`src/rtl/serial_sub_pkg.sv`:
```
// Shared types and limits for the bit-serial subtraction controller.
// The controller's FSM state encoding and the supported operand widths live here.
package serial_sub_pkg;

    typedef enum logic [1:0] {
        IDLE  = 2'd0,
        SHIFT = 2'd1,
        DONE  = 2'd2
    } state_t;

    localparam int WIDTH_MIN = 2;
    localparam int WIDTH_MAX = 32;

endpackage

```
`src/rtl/fs_bit_cell.sv`:
```
// Combinational 1-bit full subtractor: d = a - b - bin, built from two half-subtract stages.
// The top instantiates this cell once and feeds it from the LSBs of its shift registers.
module fs_bit_cell (
    input  logic a,
    input  logic b,
    input  logic bin,
    output logic d,
    output logic bout
);

    logic d1;
    logic b1;
    logic b2;

    // First stage computes a - b; second stage subtracts the incoming borrow.
    assign d1   = a ^ b;
    assign b1   = ~a & b;
    assign d    = d1 ^ bin;
    assign b2   = ~d1 & bin;
    assign bout = b1 | b2;

endmodule

```
`src/rtl/serial_sub_ctrl.sv`:
```
// Bit-serial subtraction controller: one full-subtract cell reused LSB-first,
// wrapped in valid/ready handshakes on the operand and result sides.
module serial_sub_ctrl
    import serial_sub_pkg::*;
#(
    parameter  int WIDTH = 8,
    localparam int CNT_W = $clog2(WIDTH + 1)
) (
    input  logic             clk,
    input  logic             rst_n,
    input  logic             clear,
    input  logic             start_valid,
    output logic             start_ready,
    input  logic [WIDTH-1:0] a,
    input  logic [WIDTH-1:0] b,
    input  logic             bin,
    output logic             busy,
    output logic             result_valid,
    input  logic             result_ready,
    output logic [WIDTH-1:0] diff,
    output logic             bout,
    output logic             ovf
);

    state_t             state_q;
    state_t             state_d;
    logic [WIDTH-1:0]   a_sr;
    logic [WIDTH-1:0]   b_sr;
    logic [WIDTH-1:0]   diff_sr;
    logic               brw;
    logic [CNT_W-1:0]   cnt;
    logic               a_msb;
    logic               b_msb;
    logic               cell_d;
    logic               cell_bout;
    logic               last_bit;

    fs_bit_cell u_cell (
        .a    (a_sr[0]),
        .b    (b_sr[0]),
        .bin  (brw),
        .d    (cell_d),
        .bout (cell_bout)
    );

    assign last_bit = (state_q == SHIFT) && (cnt == CNT_W'(WIDTH - 1));

    always_ff @(posedge clk or negedge rst_n) begin
        if (!rst_n) begin
            state_q <= IDLE;
        end else begin
            state_q <= state_d;
        end
    end

    // NOTE: every signal driven here gets a default first, so no path leaves it unassigned and no latch is inferred.
    always_comb begin
        state_d      = state_q;
        start_ready  = (state_q == IDLE);
        busy         = (state_q != IDLE);
        result_valid = (state_q == DONE);
        if (clear) begin
            state_d = IDLE;
        end else begin
            case (state_q)
                IDLE:    if (start_valid)  state_d = SHIFT;
                SHIFT:   if (last_bit)     state_d = DONE;
                DONE:    if (result_ready) state_d = IDLE;
                default:                   state_d = IDLE;
            endcase
        end
    end

    // NOTE: sequential state uses non-blocking assignments so every register samples pre-edge values.
    // NOTE: datapath registers are plain flops, not memories, so all of them are reset to a known zero.
    always_ff @(posedge clk or negedge rst_n) begin
        if (!rst_n) begin
            a_sr    <= '0;
            b_sr    <= '0;
            diff_sr <= '0;
            brw     <= 1'b0;
            cnt     <= '0;
            a_msb   <= 1'b0;
            b_msb   <= 1'b0;
            diff    <= '0;
            bout    <= 1'b0;
            ovf     <= 1'b0;
        end else if (!clear) begin
            if (state_q == IDLE && start_valid) begin
                a_sr  <= a;
                b_sr  <= b;
                brw   <= bin;
                cnt   <= '0;
                a_msb <= a[WIDTH-1];
                b_msb <= b[WIDTH-1];
            end else if (state_q == SHIFT) begin
                a_sr    <= {1'b0, a_sr[WIDTH-1:1]};
                b_sr    <= {1'b0, b_sr[WIDTH-1:1]};
                diff_sr <= {cell_d, diff_sr[WIDTH-1:1]};
                brw     <= cell_bout;
                cnt     <= cnt + 1'b1;
                // The final cell output is the result MSB, so ovf can be formed here directly.
                if (last_bit) begin
                    diff <= {cell_d, diff_sr[WIDTH-1:1]};
                    bout <= cell_bout;
                    ovf  <= (a_msb != b_msb) && (cell_d != a_msb);
                end
            end
        end
    end

endmodule

```
`config.mk`:
```
export PLATFORM = sky130hd
export DESIGN_NAME = serial_sub_ctrl
export DESIGN_NICKNAME = d
export VERILOG_FILES = /design/src/rtl/serial_sub_pkg.sv /design/src/rtl/fs_bit_cell.sv /design/src/rtl/serial_sub_ctrl.sv
export SDC_FILE = /design/constraint.sdc
export NUM_CORES = 1
export LEC_CHECK = 0
export BUFFER_PORTS_ARGS = -buffer_cell sky130_fd_sc_hd__buf_4
export CAP_MARGIN = 5
export CORE_UTILIZATION = 25
export CTS_BUF_LIST = sky130_fd_sc_hd__clkbuf_4 sky130_fd_sc_hd__clkbuf_8 sky130_fd_sc_hd__clkbuf_16
export DETAILED_ROUTE_END_ITERATION = 8
export GPL_TIMING_DRIVEN = 1
export PLACE_DENSITY = 0.43
export SYNTH_ARGS = -nofsm -noshare
export SYNTH_HDL_FRONTEND = slang
export SYNTH_SLANG_ARGS = --single-unit
```
`constraint.sdc`:
```
create_clock -name clk -period 5.3 [get_ports clk]
set_clock_uncertainty 0.2 [all_clocks]
set_input_delay 0.53 -clock clk [delete_from_list [all_inputs] [get_ports clk]]
set_output_delay 0.53 -clock clk [all_outputs]
set_load 0.02 [all_outputs]
```
# Word-level counts from Yosys, hierarchy flattened
# Cells that the tools add are included.
[totals]
out_inout_bits = 13
input_bits = 22
word_cells = 53
regBits = 43
[op_classes]
mux = 13
bitwise_logic = 9
eq_ne = 8
reduce_logical = 11
add_sub_neg = 1
[ops]
columns = ["operator", "count"]
rows = [
  ["8-bit two-way mux", 4],
  ["2-bit two-way mux", 4],
  ["4-bit two-way mux", 2],
  ["3-bit inequality test (second input constant)", 2],
  ["2-bit case mux with 3 select lines", 1],
  ["3-bit AND reduction", 2],
  ["4-bit by 1-bit adder with 4-bit output (second input constant)", 1],
  ["4-bit by 3-bit equality test with 1-bit output (second input constant)", 1],
  ["1-bit NOT", 4],
  ["2-bit AND reduction", 2],
  ["4-bit AND reduction", 1],
  ["2-bit nonzero test", 2],
  ["1-bit logical AND", 3],
  ["3-bit by 2-bit inequality test with 1-bit output (second input constant)", 1],
  ["1-bit AND", 2],
  ["2-bit by 1-bit equality test with 1-bit output (second input constant)", 1],
  ["2-bit equality test (second input constant)", 1],
  ["2-bit zero test", 1],
  ["1-bit two-way mux", 2],
  ["1-bit inequality test", 2],
  ["1-bit XOR", 2],
  ["1-bit bitwise OR", 1],
]

# Longest topological paths before layout
# Gate-level depths: netlist of the first run.
[depth]
ltp_word = 6
mapped_depth = 6
depth_no_buf = 5

# Cells and area by module
# Synthesis of the first run repeated with hierarchy kept, for this count alone.
[unflattened]
hier_cells = 184
hier_area_um2 = 1889.3
[modules_own_cells]
columns = ["mod", "n_inst", "seq_area_each_um2", "cells_per_inst", "area_per_inst_um2"]
rows = [
  ["serial_sub_ctrl", 1, 1051.0, 180, 1858.0],
  ["fs_bit_cell", 1, 0.0, 4, 31.3],
]

# Worst setup path before layout of the first run
# No wires, ideal clock.
[synth_timing]
kind = "input to register"
start = "input port clear"
end = "register diff[0]"
setup_slack_ps = 3511
stages = 4
t_arrival_ps = 1464
path_buffers = 1
setup_time_ps = 125
cell_sequence = "nor3b_2 and2_1 buf_4 mux2_2"
[synth_between]
elab_chain_len = 2
[synth_lines]
columns = ["item", "line", "text"]
rows = [
  ["from (decl)", "serial_sub_ctrl.sv:11", "input logic clear,"],
  ["1-bit NOT (no source line)", "-", ""],
  ["4-bit AND reduction (no source line)", "-", ""],
  ["to (signal assigned)", "serial_sub_ctrl.sv:104", "diff <= {cell_d, diff_sr[WIDTH-1:1]};"],
  ["to (decl)", "serial_sub_ctrl.sv:20", "output logic [WIDTH-1:0] diff,"],
]
# No other way between the ends.
# A chain may end at the register's enable or synchronous reset.

# Worst setup path in the final report of the first run
[layout_timing]
start = "register state_q[0]"
end = "register diff[6]"
[layout_between]
elab_chain_len = 4
word_cells_on_any_way = 6
classes_between = "1 x eq/ne; 1 x bitwise; 4 x reduce/logical"
[layout_lines]
columns = ["item", "line", "text"]
rows = [
  ["from (decl)", "serial_sub_ctrl.sv:25", "state_t state_q;"],
  ["from (signal assigned)", "serial_sub_ctrl.sv:52", "state_q <= state_d;"],
  ["2-bit zero test", "serial_sub_ctrl.sv:89", "if (state_q == IDLE && start_valid) begin"],
  ["1-bit logical AND", "serial_sub_ctrl.sv:89", ""],
  ["1-bit NOT (no source line)", "-", ""],
  ["4-bit AND reduction (no source line) (*)", "-", ""],
]
# Mark *: on every way between the ends. The rest lies on a longest branch, timed or not.

==> out/summary.log, run 1 <==
qor: status.outcome completed
qor: placement.dpl_worst_slack 2930 ps
qor: critical_path.timing.critical_path.buf_inv 1
qor: drt.dr_total_vias 1,380
qor: clock_network.clockBufferDepth 2
qor: critical_path.slowest_stage dfrtp_1
qor: sta.fmax 451 MHz
qor: floorplan.die_w 89.0 um
qor: global_route.grt_max_degree 43
qor: drt.detail_route.iter0.violations 49
qor: flow_run.maxCapViolCount 0
qor: power.static-leakage-power 1.12 nW
qor: sta.rsz0062_at_grt false
qor: floorplan.top_level_ports 35
qor: critical_path.path_depth 4
qor: clock_network.tritoncts yes
qor: sta.fin_crit 2220 ps
qor: critical_path.r2r-end diff[6]
qor: power.powerDensity 399 nW/um2
qor: clock_network.number_of_cts_inserted_buffers 5
qor: synthesis.ys_seq_area_share 55.6%
qor: synthesis.synth.area.top_cells dfrtp_1 (56%), nand2_1 (10%), mux2_2 (6.5%), a31oi_1 (5.3%), nor3_1 (4.0%)
qor: synthesis.synthCells 183
qor: power.fin_total_pwr 944 uW
qor: final_layout.final_common_cell nand2_1
qor: drt.routed_wire_length_per_instance 12.6 um
qor: global_route.globalRoute.totalOverflow 0
qor: clock_network.cts_root_buffer clkbuf_8
qor: sta.timing_max_transition_violations_final 0
qor: critical_path.worst_path_dominant_cell_family simple AND/OR/NAND/NOR gates
qor: critical_path.worst_r2r_path_depth 4
qor: hold_path.hold_path_class input port to async pin
qor: sta.timing.max_slew.rel_slack 40.3%
qor: floorplan.dieArea 7920 um2
qor: critical_path.cpPeakStageDelay 520 ps
qor: placement.post_dp_cell_area 2220 um2
qor: synthesis.ys_ff_latch 42
qor: synthesis.yosys_warnings 0
qor: placement.place.detailed.hpwl 2580 um
qor: critical_path.worstSetupStartpointType register
qor: critical_path.crit_end_element register
qor: synthesis.synth_nets 207
qor: placement.finalWeightedCongestion 0.677
qor: global_route.first_global_vias 1,359
qor: power.vdd_ir_drop_max 0.000109 V
qor: global_route.wire_length_of_the_first_global_routing_pass 6550 um
qor: sta.timing.final.ws_setup 3080 ps
qor: synthesis.synth_top_area_share 55.6%
qor: drt.antenna_violating_nets_post_route 0
qor: clock_network.worst_skew_pair_later_pin_latency 300 ps
qor: synthesis.yosysTopAreaCell dfrtp_1
qor: floorplan.std_cell_core_area 7290 um2
qor: sta.max_slew.worst_pin.slew 891 ps
qor: final_layout.commonest_non_fill_non_tap_cells_in_the_layout nand2_1 (51), dfrtp_1 (42), buf_4 (36), a31oi_1 (16), nor3_1 (15)
qor: clock_network.clkSinkCount 42
qor: global_route.antenna_violations_before_repair 0
qor: global_route.grt_util_all_layers 11.2%
qor: floorplan.placement_rows 31
qor: final_layout.area_growth 25.1%
qor: clock_network.cts_htree_levels 2
qor: critical_path.required 5290 ps
qor: sta.fin_setup_tns 0 ps
qor: final_layout.postLayoutCellArea 2370 um2
qor: placement.port_buffers 34
qor: sta.final_min_period_over_clock_period 41.8%
qor: critical_path.cp.arrival 2210 ps
qor: drt.detail_route.drc_violations 0
qor: drt.dr.pass1.iters 4
qor: clock_network.post_cts_setup_buffer_count 0
qor: drt.drt-total-wl 3970 um
qor: critical_path.worstPathCellList nor3b_2 -> buf_4 -> and2_1 -> mux2_2
qor: drt.route.detailed.vias_per_inst 4.38
qor: floorplan.die_h 89.0 um
qor: final_layout.number_of_diodes 0
qor: final_layout.nNetsFinal 239
qor: sta.setup_violations 0
qor: floorplan.floorplan.initialDensity 25.9%
qor: clock_network.clkTransAtPathRegs 90 ps
qor: sta.hold_violation_total_from_the_final_report 0
qor: clock_network.cts-hold-fix-buffers 0
qor: critical_path.reg2reg_slack 3080 ps
qor: clock_network.cts_resized 0
qor: critical_path.crit-reg2reg-launch state_q[0]
qor: final_layout.drive_gt1_share 28.2%
qor: synthesis.synthDistinctLibCells 30
qor: critical_path.crit_type register to register
qor: critical_path.timing.critical_path.fanout_max 25
qor: synthesis.post_synth_instance_area 1890 um2
qor: synthesis.avgSynthCellArea 10.3 um2
synth_stat cells:
library cell,n
fa_1,1
or2_2,1
nor4b_4,1
ha_1,1
nand3_1,1
and2_1,1
mux2i_1,2
dfrtp_1,42
nand2_1,51
nor3b_1,1
o21ai_4,1
a22o_1,3
and3b_1,1
or3b_4,1
o22ai_1,2
nor2_1,3
buf_4,2
a21oi_1,2
or3_1,2
buf_6,1
inv_1,6
nor3_1,15
a31oi_1,16
clkbuf_1,4
or3b_1,1
buf_2,4
nand2b_1,2
o21ai_0,2
nor3b_2,2
mux2_2,11
per-stage QoR:
| stage | hold WS, ps | utilization (%) | cells |
|---|---|---|---|
| after global routing | 46.2 | 32.5 | 315 |
| after detailed placement | 265 | 30.5 | 307 |
| after global placement | 266 | 30.5 | 307 |
| final | 4.53 | 32.5 | 315 |
| after floorplan | 34.4 | - | 183 |
| after CTS | 28.6 | 32.5 | 315 |
power breakdown:
group	internal (mW)	switching (mW)	leakage, nW
logic	0.0864	0.0959	0.527
clock network	0.201	0.117	0.0714
registers	0.394	0.0496	0.522
registers in the layout, indices dropped and copies added, names as in the netlist, 2 cells and up:
name	flops
diff_sr	7
cnt	4
a_sr	8
b_sr	8
diff	8
state_q	2
metal layers:
layer / vias up / routed length [um] / track usage, %
met3: 9 / 184 / 2.95
met2: 26 / 1690 / 17.4
met1: 653 / 2010 / 14.3
met4: 0 / 87 / 6.06
met5: - / 0 / 0
li1: 692 / - / -
worst register-to-register path: cells and delay by family, from the launching register on:
| family | cells | cell delay (ps) |
|---|---|---|
| buffers and inverters | 1 | 300 |
| AND/OR/NAND/NOR | 2 | 700 |
| multiplexers | 1 | 390 |
| flip-flops | 1 | 520 |
cell type report:
cell class	count	area, um2
Timing Repair Buffer	36	270
Sequential cell	42	1050
Clock buffer	6	82.6
Multi-Input combinational cell	124	757
Clock inverter	2	60.1
Fill cell	788	4920
Inverter	6	22.5
Tap cell	99	124
worst max path at each step:
stage,from,end
2_1_floorplan,clear,diff[0]
3_3_place_gp,clear,diff[4]
3_5_place_dp,clear,diff[6]
4_1_cts,state_q[0],diff[6]
5_1_grt,state_q[0],diff[0]
6_report,state_q[0],diff[6]
kinds of logic after synthesis:
| family | count (synthesis) | synth area share [%] |
|---|---|---|
| flip-flops | 42 | 55.6 |
| AO/OA/AOI/OAI | 26 | 9.26 |
| adder cells (fa/ha/maj) | 2 | 1.72 |
| multiplexers | 13 | 7.61 |
| buffers and inverters | 17 | 4.43 |
| AND/OR/NAND/NOR | 83 | 21.4 |
No activity file was read; power rests on OpenSTA's default activity.
==> run 2, diff against run 1 <==
--- a/config.mk
+++ b/config.mk
@@ -5,6 +5,7 @@
 export SDC_FILE = /design/constraint.sdc
 export NUM_CORES = 1
 export LEC_CHECK = 0
+export ABC_AREA = 1
 export BUFFER_PORTS_ARGS = -buffer_cell sky130_fd_sc_hd__buf_4
 export CAP_MARGIN = 5
 export CORE_UTILIZATION = 25
==> constraint.sdc (replaced) <==
create_clock -name clk -period 2.3 [get_ports clk]
set_clock_uncertainty 0.2 [all_clocks]
set_input_delay 0.23 -clock clk [delete_from_list [all_inputs] [get_ports clk]]
set_output_delay 0.23 -clock clk [all_outputs]
set_load 0.02 [all_outputs]
==> run 2 against run 1 <==
Compared with the run above: worst setup slack lost 2500 ps; final area is 4.0% higher; via count increased by 20%; sequential power is 120% higher; synthesized area rose by 4.0%; count of clock-buffer cells in the layout unchanged; wire length rose by 18%; critical path depth unchanged; critical endpoint is now busy; first-iteration DRC count increased by 130%; highest routed layer unchanged.
==> out/summary.log, run 2 <==
qor: status.outcome completed [unchanged]
qor: critical_path.crit_type register to output port [was register to register]
qor: critical_path.cp.arrival 1320 ps [was 2210 ps]
qor: critical_path.path_common_cell buf_4
qor: synthesis.post_synth_xor_area_fraction 0% [unchanged]
qor: sta.max_slew.worst_pin.slew 545 ps [was 891 ps]
qor: clock_network.number_of_cts_inserted_buffers 5 [unchanged]
qor: synthesis.synth_nets 269 [was 207]
qor: critical_path.cpPeakStageDelay 460 ps [was 520 ps]
qor: synthesis.synth.area.top_cells dfrtp_1 (53%), nand2_1 (19%), nand3_1 (9.4%), o21ai_0 (4.1%), inv_1 (2.7%) [was dfrtp_1 (56%), nand2_1 (10%), mux2_2 (6.5%), a31oi_1 (5.3%), nor3_1 (4.0%)]
qor: drt.detail_route.drc_violations 0 [unchanged]
qor: drt.detail_route.iter0.violations 111 [was 49]
qor: clock_network.post_cts_setup_buffer_count 0 [unchanged]
qor: sta.setup_violations 0 [unchanged]
qor: placement.post_dp_cell_area 2330 um2 [was 2220 um2]
qor: synthesis.synth_top_area_share 53.4% [was 55.6%]
qor: hold_path.hold_path_class input port to register [was input port to async pin]
qor: critical_path.reg2reg_slack 590 ps [was 3080 ps]
qor: drt.drt-total-wl 4670 um [was 3970 um]
qor: global_route.wire_length_of_the_first_global_routing_pass 7900 um [was 6550 um]
qor: synthesis.yosysTopAreaCell dfrtp_1 [unchanged]
qor: drt.dr_total_vias 1,654 [was 1,380]
qor: critical_path.worstSetupStartpointType register [unchanged]
qor: critical_path.worst_path_dominant_cell_family flip-flops [was simple AND/OR/NAND/NOR gates]
qor: power.vdd_ir_drop_max 0.000246 V [was 0.000109 V]
qor: critical_path.crit_end_element output port [was register]
qor: final_layout.commonest_non_fill_non_tap_cells_in_the_layout nand2_1 (101), dfrtp_1 (42), buf_4 (40), nand3_1 (37), o21ai_0 (16) [was nand2_1 (51), dfrtp_1 (42), buf_4 (36), a31oi_1 (16), nor3_1 (15)]
qor: global_route.globalRoute.totalOverflow 0 [unchanged]
qor: power.powerDensity 788 nW/um2 [was 399 nW/um2]
qor: drt.antenna_violating_nets_post_route 0 [unchanged]
qor: sta.timing_max_transition_violations_final 0 [unchanged]
qor: final_layout.drive_gt1_share 18.7% [was 28.2%]
qor: global_route.grt_util_all_layers 12.0% [was 11.2%]
qor: clock_network.cts_root_buffer clkbuf_8 [unchanged]
qor: final_layout.final_common_cell nand2_1 [unchanged]
qor: clock_network.cts_htree_levels 2 [unchanged]
qor: clock_network.worst_skew_pair_later_pin_latency 300 ps [about the same]
qor: floorplan.std_cell_core_area 7450 um2 [was 7290 um2]
qor: synthesis.synth.cells.most_frequent nand2_1 (101), dfrtp_1 (42), nand3_1 (37) [was nand2_1 (51), dfrtp_1 (42), a31oi_1 (16)]
qor: placement.place_inst 371 [was 307]
qor: critical_path.required 1870 ps [was 5290 ps]
qor: final_layout.postLayoutCellArea 2460 um2 [was 2370 um2]
qor: global_route.antenna_violations_before_repair 0 [unchanged]
qor: synthesis.synth_mux_area_share 0.509% [was 7.61%]
qor: synthesis.adder_and_majority_cell_fraction_of_the_synthesized_area 1.65% [was 1.72%]
qor: global_route.first_global_vias 1,634 [was 1,359]
qor: sta.timing.max_slew.rel_slack 63.7% [was 40.3%]
qor: power.static-leakage-power 1.34 nW [was 1.12 nW]
qor: critical_path.worstPathCellList nor2_4 -> buf_4 -> inv_1 -> buf_4 [was nor3b_2 -> buf_4 -> and2_1 -> mux2_2]
qor: floorplan.die_h 90.7 um [was 89.0 um]
qor: synthesis.postSynth.topFlopCell dfrtp_1 [unchanged]
qor: sta.final_min_period_over_clock_period 76.2%
qor: synthesis.synth_simple_gate_area_share 32.3% [was 21.4%]
qor: sta.fmax 571 MHz
qor: placement.finalWeightedCongestion 0.725 [was 0.677]
qor: drt.route.detailed.vias_per_inst 4.32 [was 4.38]
qor: floorplan.placement_rows 31 [unchanged]
qor: floorplan.floorplan.initialDensity 26.4% [was 25.9%]
qor: sta.hold_violation_total_from_the_final_report 0 [unchanged]
qor: flow_run.maxCapViolCount 0 [unchanged]
qor: critical_path.worst_r2r_path_depth 5 [was 4]
qor: critical_path.crit-reg2reg-launch state_q[0] [unchanged]
qor: sta.rsz0062_at_grt false [unchanged]
qor: hold_path.hold_path_end b_sr[4]
qor: global_route.grt_max_degree 43 [unchanged]
qor: placement.place.detailed.hpwl 3210 um [was 2580 um]
qor: critical_path.timing.critical_path.buf_inv 3 [was 1]
qor: clock_network.tritoncts yes [unchanged]
qor: synthesis.synth_top_family_by_area simple AND/OR/NAND/NOR gates [unchanged]
qor: critical_path.slowest_stage dfrtp_1 [unchanged]
qor: critical_path.r2r-end a_sr[6] [was diff[6]]
qor: hold_path.hp-start b[4]
qor: sta.fin_setup_tns 0 ps [unchanged]
qor: hold_path.holdPathStages 5
qor: drt.routed_wire_length_per_instance 12.2 um [was 12.6 um]
qor: clock_network.clockBufferDepth 2 [unchanged]
qor: floorplan.top_level_ports 35 [unchanged]
qor: final_layout.number_of_diodes 0 [unchanged]
qor: clock_network.clkTransAtPathRegs 90 ps [about the same]
qor: drt.dr.pass1.iters 4 [unchanged]
qor: final_layout.area_growth 25.1% [about the same]
qor: critical_path.crit_path_start state_q[0] [unchanged]
qor: floorplan.dieArea 8230 um2 [was 7920 um2]
qor: final_layout.largest_registers a_sr: 8 flops, b_sr: 8 flops, diff: 8 flops [unchanged]
qor: placement.port_buffers 34 [unchanged]
qor: synthesis.synth_enable_flop_cells 0 [unchanged]
qor: synthesis.synthArstFlopShare 100% [unchanged]
qor: synthesis.synthDistinctLibCells 20 [was 30]
qor: synthesis.avgSynthCellArea 8.03 um2 [was 10.3 um2]
qor: synthesis.yosys_warnings 0 [unchanged]
qor: final_layout.nNetsFinal 307 [was 239]
qor: synthesis.ys_seq_area_share 53.4% [was 55.6%]
qor: floorplan.die_w 90.7 um [was 89.0 um]
qor: synthesis.ys_ff_latch 42 [unchanged]
qor: synthesis.synth_most_common_cell nand2_1 [unchanged]
qor: synthesis.post_synth_instance_area 1970 um2 [was 1890 um2]
qor: sta.fin_crit 1750 ps
qor: synthesis.synth_compound_gate_area_share 6.17% [was 9.26%]
qor: final_layout.finish.cell_count_without_fillers 383 [was 315]
qor: critical_path.timing.critical_path.fanout_max 18 [was 25]
qor: clock_network.clkSinkCount 42 [unchanged]
qor: synthesis.synthCells 245 [was 183]
## run 2: cell count changes after synthesis, moves of 6 or more
cell / previous run / this run
o21ai_0: 2 / 16
nand3_1: 1 / 37
a31oi_1: 16 / 0
inv_1: 6 / 14
nor3_1: 15 / 0
buf_2: 4 / 10
nand2_1: 51 / 101
mux2_2: 11 / 0
## run 2: stage by stage
stage                     power (mW)  worst slack (ps)  utilization (%)  hold slack, ps
after detailed placement        1.46               594             31.3            60.6
after global placement          1.45               609             31.3            62.2
final                           1.94               548             33.1            43.7
after CTS                       1.98               531             33.1            42.6
after floorplan                 1.30               800                -            -266
after global routing            2.11               464             33.1            63.6
## run 2: layout make-up
type,count,area [um2]
timing repair buffer,44,340
multi-input combinational,176,800
tap,99,124
fill,849,4980
clock inverter,2,12.5
inverter,14,52.6
clock buffer,6,82.6
sequential,42,1050
## run 2: worst max-delay path by stage
stage | to | slack, ps | cells after the start
CTS | busy | 530 | 4
finish | busy | 550 | 4
global route | busy | 460 | 4
detailed placement | b_sr[1] | 590 | 5
floorplan | ovf | 800 | 7
global placement | a_sr[2] | 610 | 5
## run 2: timing repair
action / in CTS / in global routing
hold endpoints to repair: 47 / 0
hold buffers: 4 / 0
resized for setup: 0 / 0
## run 2: logic make-up after synthesis
family,Yosys count
and+or+nand+nor,149
DFF,42
buffers and inverters,27
AOI/OAI and AO/OA,24
adders and majority gates,2
muxes,1
## run 2: where the power goes
part,internal (mW),switching (mW),total (mW)
Clock,0.241,0.261,0.503
Sequential,0.896,0.0992,0.995
Combinational,0.182,0.260,0.442
Total,1.32,0.620,1.94
## run 2: worst min-delay path, delay by kind of cell
| kind | cells | cell delay, ps |
|---|---|---|
| buf+inv | 1 | 70 |
| simple gates | 4 | 210 |
## run 2: routing by layer
layer / GRT usage, % / routed length [um]
met1: 17.1 / 2460
met2: 17.4 / 2020
met3: 3.03 / 127
met4: 4.03 / 61
met5: 0 / 0
